File: src/rtl/rvfi_reorder_pkg.sv
`default_nettype none
// ============================================================================
// Module   : rvfi_reorder_pkg
// Purpose  : RVFI retirement record layout shared by the reorder buffer and
//            the checker-side unpackers.
// Revision : 1.0
// ============================================================================
package rvfi_reorder_pkg;

  localparam int XLEN_DEF    = 32;
  localparam int ORDER_W_DEF = 8;

  // Order sits in the MSBs so the buffer can extract it without unpacking.
  typedef struct packed {
    logic [ORDER_W_DEF-1:0] order;
    logic [31:0]            insn;
    logic [4:0]             rs1_addr;
    logic [4:0]             rs2_addr;
    logic [4:0]             rd_addr;
    logic [XLEN_DEF-1:0]    pc;
    logic [XLEN_DEF-1:0]    rdata;
    logic [XLEN_DEF-1:0]    wdata;
    logic                   trap;
    logic [XLEN_DEF-1:0]    mem_addr;
  } rvfi_rec_t;

  localparam int REC_W = $bits(rvfi_rec_t);

  localparam int MEM_LSB   = 0;
  localparam int TRAP_LSB  = XLEN_DEF;
  localparam int WDATA_LSB = XLEN_DEF + 1;
  localparam int RDATA_LSB = 2 * XLEN_DEF + 1;
  localparam int PC_LSB    = 3 * XLEN_DEF + 1;
  localparam int RD_LSB    = 4 * XLEN_DEF + 1;
  localparam int RS2_LSB   = RD_LSB + 5;
  localparam int RS1_LSB   = RS2_LSB + 5;
  localparam int INSN_LSB  = RS1_LSB + 5;
  localparam int ORDER_LSB = INSN_LSB + 32;

  function automatic int rec_width(input int xlen, input int order_w);
    return order_w + 32 + 15 + 4 * xlen + 1;
  endfunction

  function automatic logic [REC_W-1:0] rec_pack(input rvfi_rec_t r);
    return r;
  endfunction

  function automatic rvfi_rec_t rec_unpack(input logic [REC_W-1:0] v);
    return rvfi_rec_t'(v);
  endfunction

endpackage
`default_nettype wire

File: src/rtl/rvfi_reorder_slot.sv
`default_nettype none
// ============================================================================
// Module   : rvfi_reorder_slot
// Purpose  : One reorder-buffer entry: valid bit plus record storage.
// Revision : 1.0
// ============================================================================
module rvfi_reorder_slot #(
  parameter int REC_W = 184
) (
  input  logic             clk,
  input  logic             resetn,
  input  logic             wr_en,
  input  logic [REC_W-1:0] wr_data,
  input  logic             clr,
  output logic             valid,
  output logic [REC_W-1:0] data
);

  logic             r_valid;
  logic [REC_W-1:0] r_data;

  always_ff @(posedge clk) begin
    if (!resetn) begin
      r_valid <= 1'b0;
      r_data  <= '0;
    end else begin
      if (clr)
        r_valid <= 1'b0;
      if (wr_en) begin
        r_valid <= 1'b1;
        r_data  <= wr_data;
      end
    end
  end

  assign valid = r_valid;
  assign data  = r_data;

endmodule
`default_nettype wire

File: src/rtl/rvfi_reorder_buffer.sv
`default_nettype none
// ============================================================================
// Module   : rvfi_reorder_buffer
// Purpose  : Re-sequences out-of-order RVFI retirements from NRET channels
//            into one in-order stream. Define RVFI_REORDER_ASSERT_EN to emit
//            immediate assertions on the error flags and level bound.
// Revision : 1.0
// ============================================================================
module rvfi_reorder_buffer
  import rvfi_reorder_pkg::*;
#(
  parameter int NRET    = 2,
  parameter int XLEN    = XLEN_DEF,
  parameter int ORDER_W = ORDER_W_DEF,
  parameter int DEPTH   = 8,
  localparam int REC_W_L = rec_width(XLEN, ORDER_W),
  localparam int LVL_W   = $clog2(DEPTH) + 1
) (
  input  logic                    clk,
  input  logic                    resetn,
  input  logic [NRET-1:0]         in_valid,
  input  logic [NRET*REC_W_L-1:0] in_rec,
  output logic                    out_valid,
  output logic [REC_W_L-1:0]      out_rec,
  output logic [ORDER_W-1:0]      out_order,
  output logic [LVL_W-1:0]        level,
  output logic                    err_window,
  output logic                    err_dup
);

  localparam int                 C_IDX_W     = $clog2(DEPTH);
  localparam int                 C_ORDER_LSB = REC_W_L - ORDER_W;
  localparam logic [ORDER_W:0]   C_DEPTH_V   = (ORDER_W + 1)'(DEPTH);

  logic [ORDER_W-1:0] r_next_order;
  logic               r_out_valid;
  logic [REC_W_L-1:0] r_out_rec;
  logic [ORDER_W-1:0] r_out_order;
  logic [LVL_W-1:0]   r_level;
  logic               r_err_window;
  logic               r_err_dup;

  logic [DEPTH-1:0]   w_slot_valid;
  logic [REC_W_L-1:0] w_slot_data  [DEPTH];
  logic [DEPTH-1:0]   w_slot_wr;
  logic [REC_W_L-1:0] w_slot_wdata [DEPTH];
  logic [DEPTH-1:0]   w_slot_clr;

  logic [ORDER_W-1:0] w_order [NRET];
  logic [ORDER_W-1:0] w_dist  [NRET];
  logic [C_IDX_W-1:0] w_idx   [NRET];
  logic [NRET-1:0]    w_in_win;
  logic [NRET-1:0]    w_dup;
  logic [NRET-1:0]    w_accept;
  logic               w_window_hit;
  logic               w_dup_hit;
  logic [LVL_W-1:0]   w_wr_cnt;
  logic [C_IDX_W-1:0] w_head;
  logic               w_drain;

  // Window is checked first: a duplicate can only be reported for an in-window order.
  always_comb begin
    w_window_hit = 1'b0;
    w_dup_hit    = 1'b0;
    w_wr_cnt     = '0;
    for (int c = 0; c < NRET; c++) begin
      w_order[c]  = in_rec[c*REC_W_L + C_ORDER_LSB +: ORDER_W];
      w_dist[c]   = w_order[c] - r_next_order;
      w_idx[c]    = w_order[c][C_IDX_W-1:0];
      w_in_win[c] = ({1'b0, w_dist[c]} < C_DEPTH_V);
      w_dup[c]    = w_slot_valid[w_idx[c]];
      for (int k = 0; k < c; k++) begin
        if (in_valid[k] && (w_order[k] == w_order[c]))
          w_dup[c] = 1'b1;
      end
      w_accept[c]  = in_valid[c] && w_in_win[c] && !w_dup[c];
      w_window_hit = w_window_hit | (in_valid[c] && !w_in_win[c]);
      w_dup_hit    = w_dup_hit | (in_valid[c] && w_in_win[c] && w_dup[c]);
      w_wr_cnt     = w_wr_cnt + LVL_W'(w_accept[c]);
    end
  end

  assign w_head  = r_next_order[C_IDX_W-1:0];
  assign w_drain = w_slot_valid[w_head];

  // Accepted channels never collide on a slot: equal index within the window means equal order.
  always_comb begin
    for (int s = 0; s < DEPTH; s++) begin
      w_slot_wr[s]    = 1'b0;
      w_slot_wdata[s] = '0;
      w_slot_clr[s]   = w_drain && (w_head == C_IDX_W'(s));
      for (int c = 0; c < NRET; c++) begin
        if (w_accept[c] && (w_idx[c] == C_IDX_W'(s))) begin
          w_slot_wr[s]    = 1'b1;
          w_slot_wdata[s] = in_rec[c*REC_W_L +: REC_W_L];
        end
      end
    end
  end

  generate
    for (genvar s = 0; s < DEPTH; s++) begin : g_slot
      rvfi_reorder_slot #(
        .REC_W (REC_W_L)
      ) u_slot (
        .clk     (clk),
        .resetn  (resetn),
        .wr_en   (w_slot_wr[s]),
        .wr_data (w_slot_wdata[s]),
        .clr     (w_slot_clr[s]),
        .valid   (w_slot_valid[s]),
        .data    (w_slot_data[s])
      );
    end
  endgenerate

  always_ff @(posedge clk) begin
    if (!resetn) begin
      r_next_order <= '0;
      r_out_valid  <= 1'b0;
      r_out_rec    <= '0;
      r_out_order  <= '0;
      r_level      <= '0;
      r_err_window <= 1'b0;
      r_err_dup    <= 1'b0;
    end else begin
      r_out_valid <= w_drain;
      if (w_drain) begin
        r_out_rec    <= w_slot_data[w_head];
        r_out_order  <= r_next_order;
        r_next_order <= r_next_order + 1'b1;
      end
      r_level <= r_level + w_wr_cnt - LVL_W'(w_drain);
      if (w_window_hit)
        r_err_window <= 1'b1;
      if (w_dup_hit)
        r_err_dup <= 1'b1;
    end
  end

`ifdef RVFI_REORDER_ASSERT_EN
  always @(posedge clk) begin
    if (resetn) begin
      assert (!r_err_window && !r_err_dup);
      assert (r_level <= LVL_W'(DEPTH));
    end
  end
`endif

  assign out_valid  = r_out_valid;
  assign out_rec    = r_out_rec;
  assign out_order  = r_out_order;
  assign level      = r_level;
  assign err_window = r_err_window;
  assign err_dup    = r_err_dup;

endmodule
`default_nettype wire

File: config.mk
export PLATFORM = sky130hd
export DESIGN_NAME = rvfi_reorder_buffer
export DESIGN_NICKNAME = d
export VERILOG_FILES = /design/src/rtl/rvfi_reorder_pkg.sv /design/src/rtl/rvfi_reorder_slot.sv /design/src/rtl/rvfi_reorder_buffer.sv
export SDC_FILE = /design/constraint.sdc
export NUM_CORES = 2
export LEC_CHECK = 0
export BUFFER_PORTS_ARGS = -buffer_cell sky130_fd_sc_hd__buf_2
export CAP_MARGIN = 20
export CORE_MARGIN = 5
export CORE_UTILIZATION = 55
export CTS_BUF_LIST = sky130_fd_sc_hd__clkbuf_2
export DETAILED_ROUTE_END_ITERATION = 6
export PLACE_DENSITY = 0.78
export RECOVER_POWER = 100
export SYNTH_ARGS = -nofsm -noshare
export SYNTH_HDL_FRONTEND = slang
export SYNTH_SLANG_ARGS = --single-unit
File: constraint.sdc
create_clock -name clk -period 6.1 [get_ports clk]
set_input_delay 0.61 -clock clk [delete_from_list [all_inputs] [get_ports clk]]
set_output_delay 0.61 -clock clk [all_outputs]
set_load 0.05 [all_outputs]
======== Word level (Yosys, flattened, before mapping) ========
Cells that the tools add are included.
cells by class
  $add $sub $neg .......................... 6
  multipliers ............................. 0
  divide/modulo/power cells ............... 0
  order comparisons ....................... 6
  equality and inequality tests ........... 22
  shift operators ......................... 0
  multiplexer cells ....................... 58
  bitwise gates (word level) .............. 3
  reductions and logical operators ........ 48
operators with widths
  operator                                                               count
  184-bit 2-to-1 mux                                                     18
  184-bit binary-select mux with 3-bit select                            1
  3-bit equality test, second input constant                             12
  1-bit 2-to-1 mux                                                       36
  1-bit logical AND                                                      33
  3-bit by 2-bit equality test with 1-bit output, second input constant  6
  8-bit by 4-bit < comparator with 1-bit output, second input constant   2
  2-bit nonzero test                                                     8
  8-bit subtractor                                                       2
  3-bit by 4-bit < comparator with 1-bit output, second input constant   3
  1-bit binary-select mux with 3-bit select                              3
  3-bit by 1-bit equality test with 1-bit output, second input constant  3
  3-bit zero test                                                        3
  8-bit by 1-bit adder with 8-bit output, second input constant          1
  8-bit equality test                                                    1
  4-bit by 2-bit adder with 4-bit output                                 1
  4-bit greater-or-equal comparator, second input constant               1
  1-bit zero test                                                        4
  3-bit inverter with 4-bit output                                       1
  4-bit by 1-bit subtractor with 4-bit output                            1
  1-bit by 1-bit adder with 2-bit output                                 1
  1-bit OR                                                               2
storage, ports and cells
  bits in registers ....................... 1,687
  latch bits .............................. 0
  RAM bits ................................ 0
  bits in read-only memories .............. 0
  output and inout port bits .............. 199
  word-level logic and storage cells ...... 166
  memories kept ........................... 0

======== Depth between registers and ports, before layout ========
  word-level depth ........................ 8
  depth in mapped cells ................... 17

======== Hierarchy ========
A second synthesis with hierarchy kept.
second synthesis, totals
  cell total of the unflattened synthesis .. 13,858
  area, all modules ....................... 118,852.7 sq um
by module, submodules not included
  module               times used  cells each  area an instance (sq um)
  rvfi_reorder_buffer  1           9,090       62,228.4
  rvfi_reorder_slot    8           596         7,078.0

======== Worst setup path after synthesis ========
Ideal clock, no wire load.
  path kind ............................... reg2reg
  start ................................... register r_next_order[1]
  end ..................................... register r_level[2], in the netlist level[2]
  setup time .............................. 128 ps
  arrival ................................. 3,543 ps
  required time ........................... 5,972 ps
  setup slack ............................. 2,430 ps
  cell stages (with the launch flop) ...... 17
  path buffers ............................ 3
  cells stage by stage .................... dfxtp_1 clkbuf_1 clkinv_1 clkbuf_1 ha_1 nand2_1 o21ai_1 nor4_2 o22a_1 buf_6 nand3_1 ha_1 inv_1 fa_1 fa_1 xnor2_1 nor2_1
on the way
  longest elaborated chain between the ends .. 7
ends and longest elaborated chain
  what                                           line                        text
  start: declaration                             rvfi_reorder_buffer.sv:35   logic [ORDER_W-1:0] r_next_order;
  start signal: assignment                       rvfi_reorder_buffer.sv:131  r_next_order <= r_next_order + 1'b1;
  8-bit subtractor                               rvfi_reorder_buffer.sv:68   w_dist[c] = w_order[c] - r_next_order;
  8-bit by 4-bit < comparator with 1-bit output  rvfi_reorder_buffer.sv:70   w_in_win[c] = ({1'b0, w_dist[c]} < C_DEPTH_V);
  1-bit logical AND (2 in series)                rvfi_reorder_buffer.sv:76   w_accept[c] = in_valid[c] && w_in_win[c] && !w_dup[c];
  1-bit by 1-bit adder with 2-bit output         rvfi_reorder_buffer.sv:79   w_wr_cnt = w_wr_cnt + LVL_W'(w_accept[c]);
  4-bit by 2-bit adder with 4-bit output         rvfi_reorder_buffer.sv:133  r_level <= r_level + w_wr_cnt - LVL_W'(w_drain);
  4-bit by 1-bit subtractor with 4-bit output *  rvfi_reorder_buffer.sv:133
  end signal: assignment                         rvfi_reorder_buffer.sv:133
  end: declaration                               rvfi_reorder_buffer.sv:39   logic [LVL_W-1:0] r_level;
Every way passes the cells marked *; elsewhere a longest branch is shown, timed or not. The select of a mux whose other input is x is not followed.
A chain may end at the register's enable or synchronous reset.

======== Worst setup path in the final report ========
  start ................................... register r_next_order[0]
  end ..................................... register r_out_rec[164], in the netlist out_rec[164]
on the way
  longest elaborated chain between the ends .. 4
ends and longest elaborated chain
  what                                                    line                        text
  3-bit inverter with 4-bit output (implied by the code)  rvfi_reorder_buffer.sv:129  r_out_rec <= w_slot_data[w_head];
  184-bit binary-select mux with 3-bit select             rvfi_reorder_buffer.sv:129
  184-bit 2-to-1 mux (implied by the code) (2 in series)  rvfi_reorder_buffer.sv:129
  end signal: assignment                                  rvfi_reorder_buffer.sv:129
  end: declaration                                        rvfi_reorder_buffer.sv:37   logic [REC_W_L-1:0] r_out_rec;
Parallel ways exist; a longest one is shown, timed or not. The select of a mux whose other input is x is not followed.

==> implementation parameters <==
Parameter                              Value

Clocking
  TritonCTS clock tree    done
  Number of resized instances in the post-cts repair step    0
  Root Driver    sky130_fd_sc_hd__clkbuf_2
  Clock buffers created by TritonCTS    433
  Post-CTS setup buffer count    0
  Buffer levels on the longest clock path    4
  Cts-stage hold buffer count    1,016
  Clk Latency, worst-skew pair    1.88 ns
  Number of sinks handled by clock tree synthesis    approximately 1,700
  CTS H-tree depth    5
  Register clock-pin slew on the reported worst setup and hold paths    approximately 0.11 ns

STA
  Max-slew violations    about 360
  RSZ-0062 raised after global routing    no
  Worst slew margin relative to its limit    -0.703
  Count of final hold-check violations    0
  Min Tclk post-route    roughly 5.9 ns
  Actual slew at the worst max-slew pin    about 2.6 ns
  Fmax    approximately 170 MHz
  Setup Total Neg Slack    0 ns
  Setup skew after layout    a little over 0.2 ns
  Post-route fraction of the period consumed by the critical path    0.970
  Final count of negative-setup-slack endpoints    0

Power
  Net switching power    roughly 5500 uW
  Net switching fraction of the power    0.276
  Largest voltage drop on the vdd net    ~0.16 mV
  Internal portion of total power    ~15,000 uW
  Total power density per cell area    between 200 and 250 nW/um2
  Comb pwr share    0.076
  Fraction of power consumed by sequential logic    0.552
  Clk network pwr share    0.372
  Final total power    20,100 uW
  Static Leak    roughly 0.039 uW

Global routing
  Maximum number of pins on one net before global-route repair    between 200 and 300
  Antenna violations before repair    60
  Leftover overflow at the end of global routing    0
  Met2 capacity usage during global routing    0.560
  Most utilized layer in the global route result    met2
  Global-route track usage on met3    0.0944
  First-pass GRT wire length    ~440 mm
  Number of global-route vias before repair    around 77,000
  Combined global-route utilization of all metal layers    0.352
  Met1 track utilization from global routing    0.430

Routing
  Antenna-violating nets left    0
  Initial drt markers    between 8,000 and 9,000
  Final wirelength    approximately 290 mm
  Post-detailed-route via-to-cell ratio    6.41
  Wire length per cell    24.2 um
  DRC viols    9
  Total number of vias    between 70,000 and 80,000
  Detailed-router iteration count before antenna repair    7

Synth
  Register area share after synthesis    0.415
  Cell taking the most area after synthesis    sky130_fd_sc_hd__dfxtp_1
  Async set-or-reset flop fraction in the synthesized netlist    0
  Post-synthesis net count    between 8,000 and 9,000
  Distinct cell type count of the synthesized netlist    60
  Post-synth EDFFs    0
  Mean instance size in the synthesized netlist    9.60 um2
  Top post-synthesis cells by area    sky130_fd_sc_hd__dfxtp_1 42%, sky130_fd_sc_hd__mux2i_1 18%, sky130_fd_sc_hd__mux4_2 10%, sky130_fd_sc_hd__a21oi_1 8.9%, sky130_fd_sc_hd__o21ai_0 8.9%
  Synth top area share    0.415
  Total of flip-flops plus latches after synthesis    around 1,700
  Post-synth design cell area    about 81,000 um2
  Ys flop type    sky130_fd_sc_hd__dfxtp_1
  Synthesized netlist cell count    between 8,000 and 9,000
  Syn. warnings    0

Floorplan
  Number of standard-cell rows in the floorplan    141
  Initial core utilization    0.552
  Die height    394 um
  Total Die Area    around 160,000 um2
  Number of top-level design ports    around 570
  Core ar.    approximately 150,000 um2
  Horizontal die dimension    approximately 390 um

Worst hold path
  Tightest Hold Check Type    in -> reg

Worst setup path
  Cell at the slowest stage of the critical path    sky130_fd_sc_hd__clkbuf_4
  Worst endpoint data arrival time    about 7.4 ns
  Max FO, Critical Path    approximately 160
  CP endpoint kind    flop
  Required time of the critical path    between 7 and 8 ns
  Cell with the most instances on the worst path    sky130_fd_sc_hd__nor2_1
  Worst path max stage delay    approximately 1.2 ns
  Type of the worst setup path    reg -> reg
  Startpoint Class    flop
  Critical path cell sequence    mux4_2 -> and2_0 -> nor2_1 -> inv_8 -> clkbuf_4 -> nor2_1 -> a311oi_1

Final layout
  Synthesis-to-layout area growth    19.7%
  Share of final-layout standard cells stronger than drive strength 1    0.155
  Most common cell after layout, fill and taps aside    sky130_fd_sc_hd__dfxtp_1
  Most frequent cells in the layout    1,684 x sky130_fd_sc_hd__dfxtp_1, 1,453 x sky130_fd_sc_hd__a21oi_1, 1,453 x sky130_fd_sc_hd__o21ai_0, 1,435 x sky130_fd_sc_hd__mux2i_1, 1,014 x sky130_fd_sc_hd__dlygate4sd3_1
  Net total in the final layout    9,997

Placed design
  HPWL after detailed placement    146 mm
  Number of input and output port buffers inserted    570
  Global placer's final weighted congestion    around 0.83

Job
  Number of maximum-capacitance constraint violations    7

Status
  Run status    finished, violations left
  Failing checks    design-rule violations, max-capacitance violations, max-slew violations
-- synthesized netlist by cell type, types with 2 or more instances --
cell type                  count
sky130_fd_sc_hd__nand2b_1      3
sky130_fd_sc_hd__or3_1         4
sky130_fd_sc_hd__nor2_1      208
sky130_fd_sc_hd__buf_4        74
sky130_fd_sc_hd__buf_1        35
sky130_fd_sc_hd__clkbuf_4      4
sky130_fd_sc_hd__and4_1        2
sky130_fd_sc_hd__xor2_1        3
sky130_fd_sc_hd__nand2_1     444
sky130_fd_sc_hd__clkbuf_1    744
sky130_fd_sc_hd__o21a_1       14
sky130_fd_sc_hd__inv_1        20
sky130_fd_sc_hd__nor2b_1       4
sky130_fd_sc_hd__and2_1        7
sky130_fd_sc_hd__a21oi_1    1453
sky130_fd_sc_hd__o31a_1        3
sky130_fd_sc_hd__buf_6        38
sky130_fd_sc_hd__nor3_1       13
sky130_fd_sc_hd__mux2i_1    1435
sky130_fd_sc_hd__and3_1       14
sky130_fd_sc_hd__o21ai_0    1451
sky130_fd_sc_hd__ha_1         21
sky130_fd_sc_hd__buf_2       130
sky130_fd_sc_hd__xnor2_1      16
sky130_fd_sc_hd__mux4_2      374
sky130_fd_sc_hd__or4_1         2
sky130_fd_sc_hd__nor3b_1       2
sky130_fd_sc_hd__buf_8         3
sky130_fd_sc_hd__nand3_1      16
sky130_fd_sc_hd__nand4_1       8
sky130_fd_sc_hd__clkinv_1      2
sky130_fd_sc_hd__a311oi_1    184
sky130_fd_sc_hd__dfxtp_1    1687
sky130_fd_sc_hd__a21o_1        3
sky130_fd_sc_hd__o21ai_1       2
sky130_fd_sc_hd__fa_1          2
sky130_fd_sc_hd__a21boi_0      2
sky130_fd_sc_hd__a31oi_1      20
-- through the flow --
stage          instances  instance area [um2]  utilization  hold WS, ns  setup slack [ns]
2_1_floorplan       8469                81300            -        0.406              2.43
3_3_place_gp       10100                83900        0.570        0.415              1.90
3_5_place_dp       10100                83900        0.570        0.430              1.73
4_1_cts            11800                97600        0.662      0.00117             0.514
5_1_grt            11800                97200        0.660       0.0728            0.0758
6_report           11800                97300        0.660        0.215             0.181
-- power by group through the flow --
stage	clock, uW	combinational (uW)	sequential (uW)
after floorplan	0	597	11400
after global placement	0	957	11300
after detailed placement	0	989	11300
after CTS	7440	1450	11100
after global routing	8120	1630	11100
final	7460	1530	11100
-- sequential cells by signal, indices dropped and copies added (netlist names) --
| register | cells |
|---|---|
| g_slot.u_slot.data | 1472 |
| level | 4 |
| out_valid | 1 |
| r_next_order | 8 |
| out_order | 8 |
| err_dup | 1 |
| err_window | 1 |
| g_slot.u_slot.valid | 8 |
| out_rec | 184 |
-- cell type report --
type                       count  area (um2)
inverter                      23         109
antenna                       57         143
clock inverter                60         340
sequential                  1687       33800
timing repair buffer        1726       14500
clock buffer                 619        3100
tap                         1930        2410
fill                       11100       50000
multi-input combinational   5731       42900
-- logic make-up (layout without fill, tap and decap cells) --
family,after synthesis,count (layout),share of synthesized area
adder cells (fa/ha/maj),23,23,0.00372
AO/OA/AOI/OAI,3144,3144,0.204
XOR/XNOR,20,20,0.00225
AND/OR/NAND/NOR,734,734,0.0363
buffers and inverters,1051,2428,0.0580
flip-flops,1687,1687,0.415
multiplexers,1810,1810,0.280
other,0,57,0
-- critical path: cells and delay by family, from the launching register on --
family | cells | cell delay [ns]
multiplexers | 1 | 0.62
buffers and inverters | 2 | 1.75
AO/OA/AOI/OAI | 1 | 0.12
AND/OR/NAND/NOR | 3 | 1.78
flip-flops | 1 | 0.82
-- worst paths after layout --
check                                                          endpoint  cells past startpoint                    startpoint  slack, ns
worst max-delay path                          out_rec[164]$_SDFFE_PN0P_                      7  r_next_order[0]$_SDFFE_PN0P_       0.18
worst min-delay path            g_slot[5].u_slot.data[111]$_SDFFE_PN0P_                      5                   in_rec[111]       0.21
worst max register to register                out_rec[164]$_SDFFE_PN0P_                      7  r_next_order[0]$_SDFFE_PN0P_       0.18
worst min register to register                out_order[3]$_SDFFE_PN0P_                      2  r_next_order[3]$_SDFFE_PN0P_       0.44
-- per-layer routing --
layer	wire length [um]	vias up
met3	33900	1364
met2	130000	5230
li1	-	33700
met5	135	-
met4	17500	22
met1	105000	35600
(Power assumes the default switching activity.)
